**src/rtl/update_global_lvl_states_pkg.sv**
```systemverilog
`default_nettype none
// ============================================================================
// Module      : update_global_lvl_states_pkg
// Description : Shared bin-manager definitions: lvl-state field layout,
//               reserved level, level-range limit and update FSM encoding.
// Revision    : 1.0 - initial release
// ============================================================================
package update_global_lvl_states_pkg;

    // lvl-state word layout: {zero pad, bin_id, has_bkt}
    localparam int unsigned LVL_STATE_HAS_BKT_BIT = 0;
    localparam int unsigned LVL_STATE_BIN_ID_LSB  = 1;

    // Level 0 is the root and is never recorded in the lvl-states BRAM.
    localparam int unsigned RESERVED_LVL = 0;

    localparam int unsigned LVLS_ADDR_WIDTH_DEF = 9;

    function automatic int unsigned lvl_max(input int unsigned addr_width);
        return (32'd1 << addr_width) - 32'd1;
    endfunction

    localparam int unsigned MAX_LVL = lvl_max(LVLS_ADDR_WIDTH_DEF);

    typedef enum logic [1:0] {
        ST_IDLE        = 2'd0,
        ST_WRITE_NEW   = 2'd1,
        ST_CLEAR_STALE = 2'd2,
        ST_DONE        = 2'd3
    } lvl_upd_state_e;

endpackage
`default_nettype wire

```
**src/rtl/update_global_lvl_states.sv**
```systemverilog
`default_nettype none
// ============================================================================
// Module      : update_global_lvl_states
// Description : Records a finished bin's new global decision levels in the
//               lvl-states BRAM, clears stale levels above the new top and
//               owns the global top-level register.
// Revision    : 1.0 - initial release
// ============================================================================
module update_global_lvl_states
    import update_global_lvl_states_pkg::*;
#(
    parameter int unsigned WIDTH_LVL              = 16,
    parameter int unsigned WIDTH_BIN_ID           = 10,
    parameter int unsigned WIDTH_LVL_STATES       = 30,
    parameter int unsigned ADDR_WIDTH_LVLS_STATES = 9
) (
    input  logic                              clk,
    input  logic                              rst,
    input  logic                              start_update,
    input  logic [WIDTH_BIN_ID-1:0]           bin_id_i,
    input  logic [WIDTH_LVL-1:0]              base_lvl_i,
    input  logic [WIDTH_LVL-1:0]              local_lvl_cnt_i,
    output logic                              apply_update_o,
    output logic                              done_update,
    output logic                              overflow_o,
    output logic [WIDTH_LVL-1:0]              top_lvl_o,
    output logic                              ram_we_l_state_o,
    output logic [WIDTH_LVL_STATES-1:0]       ram_data_l_state_o,
    output logic [ADDR_WIDTH_LVLS_STATES-1:0] ram_addr_l_state_o
);

    localparam logic [WIDTH_LVL:0] c_max_lvl = (WIDTH_LVL+1)'(lvl_max(ADDR_WIDTH_LVLS_STATES));
    localparam logic [WIDTH_LVL:0] c_one     = {{WIDTH_LVL{1'b0}}, 1'b1};

    lvl_upd_state_e                    r_state;
    lvl_upd_state_e                    w_state_nxt;
    logic [WIDTH_LVL:0]                r_ptr;
    logic [WIDTH_LVL:0]                w_ptr_nxt;
    logic [WIDTH_BIN_ID-1:0]           r_bin_id;
    logic [WIDTH_LVL:0]                r_new_top;
    logic [WIDTH_LVL:0]                r_old_top;
    logic                              r_ovf;

    logic                              r_apply;
    logic                              r_done;
    logic                              r_ovf_o;
    logic [WIDTH_LVL-1:0]              r_top;
    logic                              r_we;
    logic [WIDTH_LVL_STATES-1:0]       r_data;
    logic [ADDR_WIDTH_LVLS_STATES-1:0] r_addr;

    logic [WIDTH_LVL:0]                w_sum;
    logic                              w_sat;
    logic [WIDTH_LVL:0]                w_new_top_in;
    logic                              w_clear_needed;
    logic [WIDTH_LVL:0]                w_clr_first;
    logic                              w_start;
    logic                              w_we;
    logic                              w_clr;
    logic                              w_done;
    logic [ADDR_WIDTH_LVLS_STATES-1:0] w_addr;
    logic [WIDTH_LVL_STATES-1:0]       w_data;

    assign w_start        = (r_state == ST_IDLE) && start_update;
    assign w_sum          = {1'b0, base_lvl_i} + {1'b0, local_lvl_cnt_i};
    assign w_sat          = (w_sum > c_max_lvl);
    assign w_new_top_in   = w_sat ? c_max_lvl : w_sum;
    assign w_clear_needed = (r_old_top > r_new_top);
    assign w_clr_first    = r_new_top + c_one;

    // An empty new-level range falls straight through to the first clear (or
    // to completion) in the same cycle so the strobes stay contiguous.
    always_comb begin
        w_state_nxt = r_state;
        w_ptr_nxt   = r_ptr;
        w_we        = 1'b0;
        w_clr       = 1'b0;
        w_done      = 1'b0;
        w_addr      = '0;
        case (r_state)
            ST_IDLE: begin
                if (start_update) begin
                    w_state_nxt = ST_WRITE_NEW;
                    w_ptr_nxt   = {1'b0, base_lvl_i} + c_one;
                end
            end
            ST_WRITE_NEW: begin
                if (r_ptr <= r_new_top) begin
                    w_we   = 1'b1;
                    w_addr = r_ptr[ADDR_WIDTH_LVLS_STATES-1:0];
                    if (r_ptr == r_new_top) begin
                        if (w_clear_needed) begin
                            w_state_nxt = ST_CLEAR_STALE;
                            w_ptr_nxt   = w_clr_first;
                        end else begin
                            w_state_nxt = ST_DONE;
                        end
                    end else begin
                        w_ptr_nxt = r_ptr + c_one;
                    end
                end else if (w_clear_needed) begin
                    w_we   = 1'b1;
                    w_clr  = 1'b1;
                    w_addr = w_clr_first[ADDR_WIDTH_LVLS_STATES-1:0];
                    if (w_clr_first == r_old_top) begin
                        w_state_nxt = ST_DONE;
                    end else begin
                        w_state_nxt = ST_CLEAR_STALE;
                        w_ptr_nxt   = w_clr_first + c_one;
                    end
                end else begin
                    w_done      = 1'b1;
                    w_state_nxt = ST_IDLE;
                end
            end
            ST_CLEAR_STALE: begin
                w_we   = 1'b1;
                w_clr  = 1'b1;
                w_addr = r_ptr[ADDR_WIDTH_LVLS_STATES-1:0];
                if (r_ptr == r_old_top) begin
                    w_state_nxt = ST_DONE;
                end else begin
                    w_ptr_nxt = r_ptr + c_one;
                end
            end
            ST_DONE: begin
                w_done      = 1'b1;
                w_state_nxt = ST_IDLE;
            end
            default: begin
                w_state_nxt = ST_IDLE;
            end
        endcase
    end

    // has_bkt stays 0 for freshly recorded levels; clears are all-zero words.
    always_comb begin
        w_data = '0;
        if (w_we && !w_clr) begin
            w_data[LVL_STATE_BIN_ID_LSB +: WIDTH_BIN_ID] = r_bin_id;
        end
    end

    always_ff @(posedge clk or negedge rst) begin
        if (!rst) begin
            r_state <= ST_IDLE;
            r_ptr   <= '0;
        end else begin
            r_state <= w_state_nxt;
            r_ptr   <= w_ptr_nxt;
        end
    end

    always_ff @(posedge clk or negedge rst) begin
        if (!rst) begin
            r_bin_id  <= '0;
            r_new_top <= '0;
            r_old_top <= '0;
            r_ovf     <= 1'b0;
        end else if (w_start) begin
            r_bin_id  <= bin_id_i;
            r_new_top <= w_new_top_in;
            r_old_top <= {1'b0, r_top};
            r_ovf     <= w_sat;
        end
    end

    always_ff @(posedge clk or negedge rst) begin
        if (!rst) begin
            r_apply <= 1'b0;
            r_done  <= 1'b0;
            r_ovf_o <= 1'b0;
            r_top   <= '0;
            r_we    <= 1'b0;
            r_addr  <= '0;
            r_data  <= '0;
        end else begin
            r_apply <= (w_state_nxt != ST_IDLE) || w_done;
            r_done  <= w_done;
            r_ovf_o <= w_done && r_ovf;
            r_we    <= w_we;
            r_addr  <= w_addr;
            r_data  <= w_data;
            if (w_done) begin
                r_top <= r_new_top[WIDTH_LVL-1:0];
            end
        end
    end

    assign apply_update_o     = r_apply;
    assign done_update        = r_done;
    assign overflow_o         = r_ovf_o;
    assign top_lvl_o          = r_top;
    assign ram_we_l_state_o   = r_we;
    assign ram_addr_l_state_o = r_addr;
    assign ram_data_l_state_o = r_data;

endmodule
`default_nettype wire
```
**config.mk**
```make
export PLATFORM = sky130hd
export DESIGN_NAME = update_global_lvl_states
export DESIGN_NICKNAME = d
export VERILOG_FILES = /design/src/rtl/update_global_lvl_states_pkg.sv /design/src/rtl/update_global_lvl_states.sv
export SDC_FILE = /design/constraint.sdc
export NUM_CORES = 1
export LEC_CHECK = 0
export CAP_MARGIN = 20
export CELL_PAD_IN_SITES_DETAIL_PLACEMENT = 1
export CELL_PAD_IN_SITES_GLOBAL_PLACEMENT = 1
export CORE_UTILIZATION = 43
export DETAILED_ROUTE_END_ITERATION = 16
export GPL_ROUTABILITY_DRIVEN = 0
export PLACE_DENSITY = 0.9
export SYNTH_ARGS = -nofsm -noshare
export SYNTH_HDL_FRONTEND = slang
export SYNTH_SLANG_ARGS = --single-unit
```
**constraint.sdc**
```tcl
create_clock -name clk -period 4.5 [get_ports clk]
set_clock_uncertainty 0.2 [all_clocks]
set_input_delay 0.45 -clock clk [delete_from_list [all_inputs] [get_ports clk]]
set_output_delay 0.45 -clock clk [all_outputs]
set_load 0.05 [all_outputs]
```
Yosys cells after proc, flatten, opt, wreduce, memory -nomap -nowiden
Index checks and enable logic that the tools add are counted.
{ "totals": {"register_bits": 102, "inputBits": 45, "out_inout_bits": 59} }
{ "op_classes": {"n_addsub": 5, "n_lt_le_gt_ge": 3, "eq_ne": 11, "muxes": 29, "n_reduce_logical": 9} }
{ "ops": {"columns": ["operator", "count"], "rows": [
  ["$mux W17", 8],
  ["$add A17 B1 Y17 const B", 3],
  ["$pmux W17 S3", 1],
  ["$eq A17 B16 Y1", 2],
  ["$mux W9", 2],
  ["$pmux W9 S2", 1],
  ["$add A16 B1 Y17 const B", 1],
  ["$add A16 B16 Y17", 1],
  ["$eq A17 B17 Y1", 1],
  ["$gt A16 B17 Y1", 1],
  ["$gt A17 B9 Y1 const B", 1],
  ["$le A17 B17 Y1", 1],
  ["$mux W10", 1],
  ["$mux W2", 5],
  ["$ne A3 B3 Y1 const B", 3],
  ["$pmux W2 S4", 1],
  ["$mux W1", 7],
  ["$pmux W1 S2", 3],
  ["$reduce_and A6 Y1", 1],
  ["$eq A2 B2 Y1 const B", 2],
  ["$ne A2 B2 Y1 const B", 2],
  ["$logic_and A1 B1 Y1", 3],
  ["$reduce_bool A3 Y1", 1],
  ["$eq A2 B1 Y1 const B", 1],
  ["4 further kinds", 4]
]} }

Longest topological paths before layout
Gate-level depths: netlist (run 1).
{ "depth": {"word_depth": 8, "ltp_mapped": 14} }

Least setup slack after synthesis (run 1)
OpenSTA, ideal clock, no wires.
{ "synth_path": {"kind": "flip-flop to flip-flop", "startpoint": "register r_new_top[6]", "endpoint": "register r_ptr[9]", "arrival_ns": 2.956, "required_ns": 4.174, "path_slack_ns": 1.218, "path_stages_with_launch": 13, "path_buffers": 2, "period_less_slack_ns": 3.282, "cell_sequence": "dfrtp_1 buf_4 inv_1 ha_1 a21o_1 a21o_1 a221o_1 a211oi_2 o2111ai_1 a31oi_4 nor2_4 buf_4 o32a_1"} }
{ "synth_via": {"elab_chain_len": 6} }
{ "synth_rtl": {"columns": ["item", "line_no", "source"], "rows": [
  ["start, declared", "update_global_lvl_states.sv:40", "logic [WIDTH_LVL:0] r_new_top;"],
  ["start signal, assigned", "update_global_lvl_states.sv:162", "r_new_top <= w_new_top_in;"],
  ["$add A17 B1 Y17", "update_global_lvl_states.sv:69", "assign w_clr_first = r_new_top + c_one;"],
  ["$add A17 B1 Y17", "update_global_lvl_states.sv:109", "w_ptr_nxt = w_clr_first + c_one;"],
  ["$mux W17", "update_global_lvl_states.sv:105", "if (w_clr_first == r_old_top) begin"],
  ["$mux W17", "update_global_lvl_states.sv:101", "end else if (w_clear_needed) begin"],
  ["$mux W17", "update_global_lvl_states.sv:88", "if (r_ptr <= r_new_top) begin"],
  ["$pmux W17 S3", "update_global_lvl_states.sv:80", "case (r_state)"],
  ["end signal, assigned", "update_global_lvl_states.sv:150", "r_ptr <= w_ptr_nxt;"],
  ["end, declared", "update_global_lvl_states.sv:37", "logic [WIDTH_LVL:0] r_ptr;"]
]} }
Several ways; a longest one is shown, not always the timed one. The select of a mux whose other input is x is not followed.
A chain may end at the register's enable or synchronous reset.

Final worst setup path (run 1)
{ "layout_path": {"startpoint": "register r_new_top[1]", "endpoint": "register r_ptr[3]"} }
Same word-level chain as after synthesis.

==> results.py, run 1 <==
metrics = {
    "worst_setup_path": {
        "cpPeakStageDelay_ns": 0.62,
        "cp-end-kind": "flip-flop",
        "reg2reg_to": "r_ptr[3]",
        "critPathSlowestCell": "nor2_4",
        "r2r_setup_slack_ns": 0.59,
        "cp_cell_sequence": "ha_1 -> and4_1 -> nand4_1 -> a21boi_0 -> nor4b_1 -> and4_1 -> a31oi_4 -> nor2_4 -> mux2_2",
        "path_max_fanout": 32,
        "path_class": "reg2reg",
        "cp.arrival_ns": 3.96,
        "crit_top_cell": "and4_1",
        "startpoint_type": "flip-flop",
        "rr_startpoint": "r_new_top[1]",
        "ff2ff_path_depth": 9,
        "required_ns": 4.55,
    },
    "clocking": {
        "cts-hold-fix-buffers": 0,
        "clock_sinks": 102,
        "cts_buffers": 9,
        "cts-resized-gates": 0,
        "cts_tree": "done",
        "root_buffer": "clkbuf_16",
        "cts.reportedPaths.clkPinSlew_ns": 0.07,
        "post_cts_buffers": 0,
        "clk_latency_ns": 0.36,
        "clock_path_buffers": 2,
        "htreeDepth": 3,
    },
    "routing": {
        "viasPerCell": 6.09,
        "ant_nets": 0,
        "drc": 7,
        "routedWlPerCell_um": 20.6,
        "drt-pass1-iter-count": 12,
        "vias": 7725,
        "drtIter0Drc": 658,
        "wl_mm": 26.2,
    },
    "synthesis": {
        "yosys_most_used_dff": "dfrtp_1",
        "synth_edf_count": 0,
        "synth_top_area_cell": "dfrtp_1",
        "yosys_warnings": 0,
        "ys_seq_area_frac": 0.315,
        "synth.top_cells.by_area": "dfrtp_1, ha_1, nand2_1",
        "ys_types": 79,
        "ys_async_sr_fraction": 1.00,
        "netlist_area_sq_um": 8090,
        "syn_inst": 965,
        "syn_avg_cell_area_sq_um": 8.39,
        "synth_seq_cells": 102,
        "synth_top_cell_area_share": 0.315,
    },
    "placement": {
        "preCtsSetupSlack_ns": 0.517,
        "place_area_sq_um": 9100,
        "post-dp-hpwl_mm": 20.3,
        "io_buffers": 83,
        "place_inst": 1253,
    },
    "floorplan": {
        "core.rowCount": 49,
        "dieArea_sq_um": 19400,
        "coreArea_sq_um": 18200,
        "start_util": 0.445,
        "die_h_um": 139,
        "ioPinCount": 104,
        "die_w_um": 139,
    },
    "sta": {
        "period_share": 0.868,
        "setup_ws_ns": 0.592,
        "relSlewSlack": 0.368,
        "fin_setup_tns_ns": 0,
        "fmax_ghz": 0.256,
        "finalSetupViolations": 0,
        "min_period_ns": 3.91,
        "finalHoldViolations": 0,
        "slew_viol_final": 0,
        "worstMarginPinSlew_ns": 0.941,
        "rsz0062_at_grt": "no",
    },
    "layout": {
        "nNetsFinal": 1139,
        "n_antenna_cell": 0,
        "fin_area_sq_um": 9390,
        "drive_above_1_share": 0.0721,
        "area_growth_pct": 16.0,
        "stdcell_count": 1269,
        "final_common_cell": "nand2_1",
        "layout_common_cells": "nand2_1, dfrtp_1, clkdlybuf4s50_1",
        "fillers": 2174,
    },
    "pwr": {
        "p_seq_frac": 0.482,
        "pwr-share-comb": 0.123,
        "p_int_mw": 1.38,
        "leakage_nw": 4.13,
        "ir_drop_mv": 0.171,
        "power_switching_mw": 0.517,
        "p_sw_frac": 0.272,
        "p_per_area_nw_per_um2": 202,
        "p_clk_frac": 0.395,
    },
    "global_routing": {
        "use_met1": 0.355,
        "grtUsageMet3": 0.0594,
        "grt_use_met2": 0.455,
        "grt_pass1_wl_mm": 42.1,
        "grt_use_total": 0.276,
        "grt_overflow": 0,
        "grt_start_max_net_pins": 69,
        "antenna_found_initial": 0,
        "grt-busiest-layer": "met2",
        "grt_pass1_vias": 7803,
    },
    "flow_run": {
        "max_cap_violations": 0,
    },
    "status": {
        "violations": "DRC",
        "status": "finished with violations",
    },
    "worst_hold_path": {
        "hold_class": "in2async",
    },
}
-- state kept, by name (all words and copies together) (netlist names) --
| register | flops |
|---|---|
| r_state | 2 |
| r_new_top | 17 |
| done_update | 1 |
| r_old_top | 16 |
| ram_addr_l_state_o | 9 |
| r_bin_id | 10 |
| overflow_o | 1 |
| ram_data_l_state_o | 10 |
| ram_we_l_state_o | 1 |
| r_ovf | 1 |
| apply_update_o | 1 |
| top_lvl_o | 16 |
| r_ptr | 17 |
-- final cells by class --
type	instances	area, sq um	area share
Sequential cell	102	2550	0.272
Clock buffer	9	225	0.0240
Tap cell	229	287	0.0305
Inverter	43	161	0.0172
Multi-Input combinational cell	773	5100	0.544
Clock inverter	7	56.3	0.00600
Timing Repair Buffer	106	1000	0.107
-- synthesized netlist by cell type, drive strengths merged, types with 4 or more instances --
master    n
a211oi    5
a21o      7
a21oi    51
a22oi     9
a31oi     8
a41oi     9
and2     15
and3     18
and4      6
buf      36
clkbuf   30
dfrtp   102
ha       58
inv      43
mux2i     4
nand2   149
nand2b   13
nand3    31
nand4    23
nor2     64
nor2b    18
nor3     14
nor4     11
o211ai    6
o21ai    64
o21bai    4
o221ai   11
o22ai     9
o31ai     5
or3       4
xnor2    56
xor2     31
-- per-layer routing --
layer	share of wire	up-vias
li1	-	3502
met1	0.42	3792
met2	0.47	356
met3	0.073	75
met4	0.036	0
met5	0	-
-- worst max path at each step --
stage	to	cells after the start	slack [ns]	startpoint
2_1_floorplan	r_ptr[9]	12	1.22	r_new_top[6]
3_3_place_gp	r_new_top[2]	13	0.64	base_lvl_i[0]
3_5_place_dp	r_new_top[2]	13	0.52	base_lvl_i[0]
4_1_cts	r_ptr[3]	11	0.69	r_new_top[13]
5_1_grt	r_ptr[3]	11	0.39	r_new_top[13]
6_report	r_ptr[3]	9	0.59	r_new_top[1]
-- worst max-delay path, delay by kind of cell (launching register included) --
family	cells	cell delay, ns
mux	1	0.41
compound gates	2	0.31
simple gates	5	2.14
flops	1	0.44
fa+ha+maj	1	0.29
-- through the flow --
stage / util / total power, mW / hold WS, ns
after global placement: 0.500 / 1.16 / 0.248
after CTS: 0.515 / 1.92 / 0.0386
after floorplan: - / 1.08 / -0.0456
final: 0.515 / 1.90 / 0.00498
after global routing: 0.515 / 1.97 / 0.0915
after detailed placement: 0.500 / 1.17 / 0.256
-- power by group through the flow --
stage | Clock (mW) | Sequential (mW) | Combinational (mW)
after floorplan | 0 | 0.934 | 0.147
after global placement | 0 | 0.934 | 0.230
after detailed placement | 0 | 0.934 | 0.234
after CTS | 0.767 | 0.916 | 0.234
after global routing | 0.797 | 0.916 | 0.256
final | 0.749 | 0.916 | 0.234
-- cells by family after synthesis --
logic type | after synthesis | synth area share
compound gates | 221 | 0.179
xor+xnor | 89 | 0.101
fa+ha+maj | 59 | 0.0921
buf+inv | 109 | 0.0637
flops | 102 | 0.315
mux | 7 | 0.00912
other cells | 1 | 0.000463
simple gates | 377 | 0.240
No activity file was read; power rests on OpenSTA's default activity.
==> run 2: changes to the inputs <==
Settings changed: CORE_UTILIZATION 43 to 44, CTS_BUF_LIST set to sky130_fd_sc_hd__clkbuf_2, PLACE_DENSITY 0.9 to 0.92.
==> run 2 against run 1 <==
Net effect: the flow now finishes without violations; routed wire length grew 2.3%; die area shrank 2.2%; first-iteration DRC count shrank 2.1%; global-route usage grew 2.2 points; final area shrank 1.6%; total power shrank 13%; hold slack gained 0.054 ns; via count grew 0.80%; clock power shrank 35%; combinational power is essentially flat.
==> results.py, run 2 (same netlist as run 1, synthesis figures left out) <==
metrics = {
    "global_routing": {
        "grt_pass1_vias": 7926,
        "grt_start_max_net_pins": 76,
        "grt_overflow": 0,
        "grt_pass1_wl_mm": 42.9,
        "grt_use_total": 0.298,
        "antenna_found_initial": 2,
    },
    "pwr": {
        "p_sw_frac": 0.307,
        "p_clk_frac": 0.297,
        "p_total_mw": 1.64,
        "power_switching_mw": 0.504,
        "leakage_nw": 4.06,
        "ir_drop_mv": 0.223,
        "p_seq_frac": 0.560,
        "p_int_mw": 1.14,
        "pwr-share-comb": 0.143,
        "p_per_area_nw_per_um2": 178,
    },
    "flow_run": {
        "max_cap_violations": 0,
    },
    "clocking": {
        "root_buffer": "clkbuf_2",
        "post_cts_buffers": 0,
        "cts.reportedPaths.clkPinSlew_ns": 0.30,
        "htreeDepth": 3,
        "cts_buffers": 9,
        "clk_latency_ns": 0.68,
        "clock_sinks": 102,
        "cts_tree": "done",
        "clock_path_buffers": 2,
    },
    "placement": {
        "post-dp-hpwl_mm": 20.6,
        "io_buffers": 83,
        "preCtsSetupSlack_ns": 0.449,
    },
    "sta": {
        "fmax_ghz": 0.250,
        "finalHoldViolations": 0,
        "min_period_ns": 4.00,
        "setup_ws_ns": 0.503,
        "relSlewSlack": 0.355,
        "slew_viol_final": 0,
        "finalSetupViolations": 0,
        "rsz0062_at_grt": "no",
        "worstMarginPinSlew_ns": 0.967,
        "fin_setup_tns_ns": 0,
        "period_share": 0.888,
    },
    "floorplan": {
        "die_h_um": 138,
        "dieArea_sq_um": 18900,
        "core.rowCount": 49,
        "coreArea_sq_um": 18000,
        "die_w_um": 138,
        "ioPinCount": 104,
        "start_util": 0.449,
    },
    "worst_setup_path": {
        "cp.arrival_ns": 4.38,
        "path_max_fanout": 32,
        "path_class": "reg2reg",
        "required_ns": 4.89,
        "startpoint_type": "flip-flop",
        "cp-end-kind": "flip-flop",
    },
    "routing": {
        "routed.top_layer": "met5",
        "vias": 7787,
        "routedWlPerCell_um": 21.1,
        "wl_mm": 26.8,
        "viasPerCell": 6.13,
        "met1_length_mm": 11.2,
        "wl_met3_mm": 1.77,
        "drt-pass1-iter-count": 5,
        "ant_nets": 0,
        "drtIter0Drc": 644,
        "wl_met2_mm": 12.6,
        "drc": 0,
    },
    "layout": {
        "final_common_cell": "nand2_1",
        "area_growth_pct": 14.1,
        "drive_above_1_share": 0.0712,
        "nNetsFinal": 1139,
        "layout_common_cells": "nand2_1, dfrtp_1, clkdlybuf4s50_1",
        "reg_top3": "r_new_top: 17 flops, r_ptr: 17 flops",
    },
    "worst_hold_path": {
        "hold_class": "in2reg",
    },
    "status": {
        "status": "complete, no violations",
    },
}
==> run 2: final cells by class <==
| cell class | instances | area (sq um) |
|---|---|---|
| inverter | 43 | 161 |
| clock buffer | 9 | 45.0 |
| sequential | 102 | 2550 |
| multi-input combinational | 773 | 5100 |
| clock inverter | 7 | 81.3 |
| timing repair buffer | 106 | 1000 |
| fill | 2211 | 8790 |
| antenna | 1 | 2.50 |
| tap | 229 | 287 |
==> run 2: metal layers <==
metal  up-vias  GRT usage
met5         -          0
met3       105     0.0570
met1      3828      0.372
met2       344      0.493
met4         2      0.139
li1       3508          -
==> run 2: worst paths after layout <==
check | startpoint | to | slack (ns) | depth (start not counted)
setup / recovery | r_new_top[13] | r_ptr[3] | 0.50 | 11
hold / removal | bin_id_i[8] | r_bin_id[8] | 0.06 | 3
setup reg to reg | r_new_top[13] | r_ptr[3] | 0.50 | 11
hold reg to reg | r_bin_id[9] | r_bin_id[9] | 0.32 | 2
max in group asynchronous | rst | top_lvl_o[2] | 2.91 | 3
min in group asynchronous | rst | r_ptr[0] | 0.22 | 2
==> run 2: worst max-delay path, cell delays in order, from the launching register on <==
cell and delay (ns):
dfrtp_1 0.51, inv_1 0.16, ha_1 0.31, nand4_1 0.14, nor3_2 0.49, and3_1 0.41
a211oi_2 0.09, buf_4 0.20, o2111ai_1 0.29, a31oi_4 0.07, nor2_4 0.62, mux2_2 0.42
==> run 2: through the flow <==
step | area, sq um | std cells | hold WS (ns) | util
final | 9240 | 1270 | 0.0593 | 0.512
after global routing | 9240 | 1270 | 0.0253 | 0.512
after CTS | 9230 | 1269 | 0.00956 | 0.512
after detailed placement | 9100 | 1252 | 0.261 | 0.505
after global placement | 9100 | 1252 | 0.248 | 0.505
after floorplan | 8170 | 984 | -0.0456 | -
==> run 2: power by group through the flow <==
stage / Combinational (mW) / Sequential (mW) / Clock [mW]
floorplan: 0.147 / 0.934 / 0
global placement: 0.227 / 0.934 / 0
detailed placement: 0.234 / 0.934 / 0
CTS: 0.236 / 0.920 / 0.499
global route: 0.259 / 0.921 / 0.531
finish: 0.235 / 0.920 / 0.489
==> run 2: what timing repair did <==
item / CTS / global route
resized for setup: 0 / 0
endpoints found under the hold margin: 74 / 0
hold buffers: 1 / 0
==> RTL edit, RTL diff (config.mk and constraints of run 2) <==
Change the parameter `WIDTH_LVL_STATES` from 30 to 15.
--- a/src/rtl/update_global_lvl_states.sv
+++ b/src/rtl/update_global_lvl_states.sv
@@ -13,3 +13,3 @@
     parameter int unsigned WIDTH_BIN_ID           = 10,
-    parameter int unsigned WIDTH_LVL_STATES       = 30,
+    parameter int unsigned WIDTH_LVL_STATES       = 15,
     parameter int unsigned ADDR_WIDTH_LVLS_STATES = 9
Ports: changed (resized ram_data_l_state_o); port bits go from 104 to 89. The function was not compared with the original's and may differ.
==> RTL edit against run 2 <==
- via count grew 0.68%
- design area is essentially flat
- total power down 1.2%
- critical endpoint is now top_lvl_o[0]
- sequential share of layout area about the same
- sequential cell count did not move
- worst setup slack improved by 98 ps
- largest cell class unchanged
- largest power group unchanged
- routed wire length is 0.94% higher
- synthesized area down 1.4%
- critical path type unchanged
==> RTL edit: results (changes against run 2) <==
WL/cell 21.5 µm (was 21.1 µm); Worst-Margin Slew 905 ps (was 967 ps); input/output buffers 83 (unchanged); top cells by count, synth nand2_1, dfrtp_1, nor2_1, ha_1, xnor2_1 (unchanged); Synth async-reset ratio 1.00 (unchanged); initial antenna violation count 1 (was 2); Tot GR Track Use 0.302 (was 0.298); top cells by area, synth dfrtp_1, ha_1, nand2_1 (unchanged); Clock Tree Buf Depth 2 (unchanged); biggest regs r_new_top (17), r_ptr (17) (unchanged); cts hold-fix bufs 8 (was 1); Iter 0 DRT Violations 645 (was 644); Crit Path Max Fanout 35 (was 32); DP Cell Count 1229 (was 1252); final WL 27.0 mm (was 26.8 mm); first-pass GRT wire length 43.1 mm (was 42.9 mm); DP HPWL 20.8 mm (was 20.6 mm); nets 1128 (was 1139); sw power 0.000513 W (was 0.000504 W); Post-Syn Area per Cell 8.40 µm² (was 8.39 µm²); Filler Cells Inserted 2116 (was 2211); H-tree depth 3 (unchanged); vias in the first global route 7991 (was 7926); Final Max Slew Viols 0 (unchanged); DR pass1 iterations 5 (unchanged); pin count of the biggest net entering global routing 70 (was 76); critical path arrival 4310 ps (was 4380 ps); Vias 7840 (was 7787); status finished clean (unchanged); Area after DPL 9000 µm² (was 9100 µm²); worst-case vdd ir drop 0.106 mV (was 0.223 mV); post-route ant nets 0 (unchanged); clk slew on worst S/H paths 340 ps (was 300 ps); Leakage 4.03 nW (was 4.06 nW); top_reg_cell synth dfrtp_1 (unchanged); part of the Yosys area used for sequential elements 0.320 (was 0.315); layout cells sized above 1 0.0680 (was 0.0712); clk_lat worst skew 720 ps (was 680 ps); post-cts sizing count 0 (unchanged)
-- RTL edit: cell types whose count changed after synthesis --
| cell | delta |
|---|---|
| buf_4 | -15 |
-- RTL edit: kinds of logic (layout without fill, tap and decap cells) --
kind of cell | count (synthesis) | count (layout) | share of synthesized area
simple gates | 377 | 377 | 0.243
compound gates | 221 | 221 | 0.181
flops | 102 | 102 | 0.320
buf+inv | 94 | 169 | 0.0505
xor+xnor | 89 | 89 | 0.102
fa+ha+maj | 59 | 59 | 0.0934
mux | 7 | 7 | 0.00925
other cells | 1 | 6 | 0.000470
-- RTL edit: power groups by stage --
stage                     registers (W)  logic [W]  clock network [W]
after global routing           0.000921   0.000236           0.000534
after global placement         0.000934   0.000201                  0
after detailed placement       0.000934   0.000208                  0
after CTS                      0.000921   0.000214           0.000500
after floorplan                0.000934   0.000110                  0
final                          0.000920   0.000217           0.000486
-- RTL edit: worst paths after layout --
check                             startpoint      endpoint  slack, ps  cells after the start
worst max-delay path            r_new_top[6]  top_lvl_o[0]        600                     12
max in group asynchronous                rst    overflow_o       2910                      3
worst min register to register   r_bin_id[5]   r_bin_id[5]        330                      2
min in group asynchronous                rst      r_ptr[5]        100                      2
worst max register to register  r_new_top[6]  top_lvl_o[0]        600                     12
worst min-delay path             bin_id_i[6]   r_bin_id[6]         50                      3
-- RTL edit: area by class of cell --
| type | instances | area share |
|---|---|---|
| multi-input combinational | 758 | 0.547 |
| sequential | 102 | 0.277 |
| timing repair buffer | 110 | 0.114 |
| tap | 225 | 0.0305 |
| inverter | 43 | 0.0175 |
| clock inverter | 7 | 0.00935 |
| clock buffer | 9 | 0.00488 |
| antenna | 1 | 0.000271 |
-- RTL edit: through the flow --
| step | worst slack [ps] | utilization | hold slack, ps |
|---|---|---|---|
| 2_1_floorplan | 1220 | - | -45.6 |
| 3_3_place_gp | 732 | 0.515 | 249 |
| 3_5_place_dp | 407 | 0.515 | 264 |
| 4_1_cts | 698 | 0.527 | 11.9 |
| 5_1_grt | 461 | 0.528 | 7.08 |
| 6_report | 602 | 0.528 | 47.8 |
-- RTL edit: worst max-delay path: stages (launching register included) --
cell and delay [ps]:
dfrtp_1 670, inv_1 290, ha_1 380, a21o_1 190, a21o_1 180, a221o_1 330
a21o_1 220, nand2_1 330, nor2_1 250, a21oi_2 180, buf_4 340, nand2_1 130
o21ai_0 130
-- RTL edit: layer usage --
layer | vias up | global-route usage | routed length [µm]
met5 | - | 0 | 0
met4 | 0 | 0.113 | 1030
met3 | 103 | 0.0504 | 1580
met2 | 348 | 0.505 | 13000
met1 | 3879 | 0.390 | 11400
li1 | 3510 | - | -
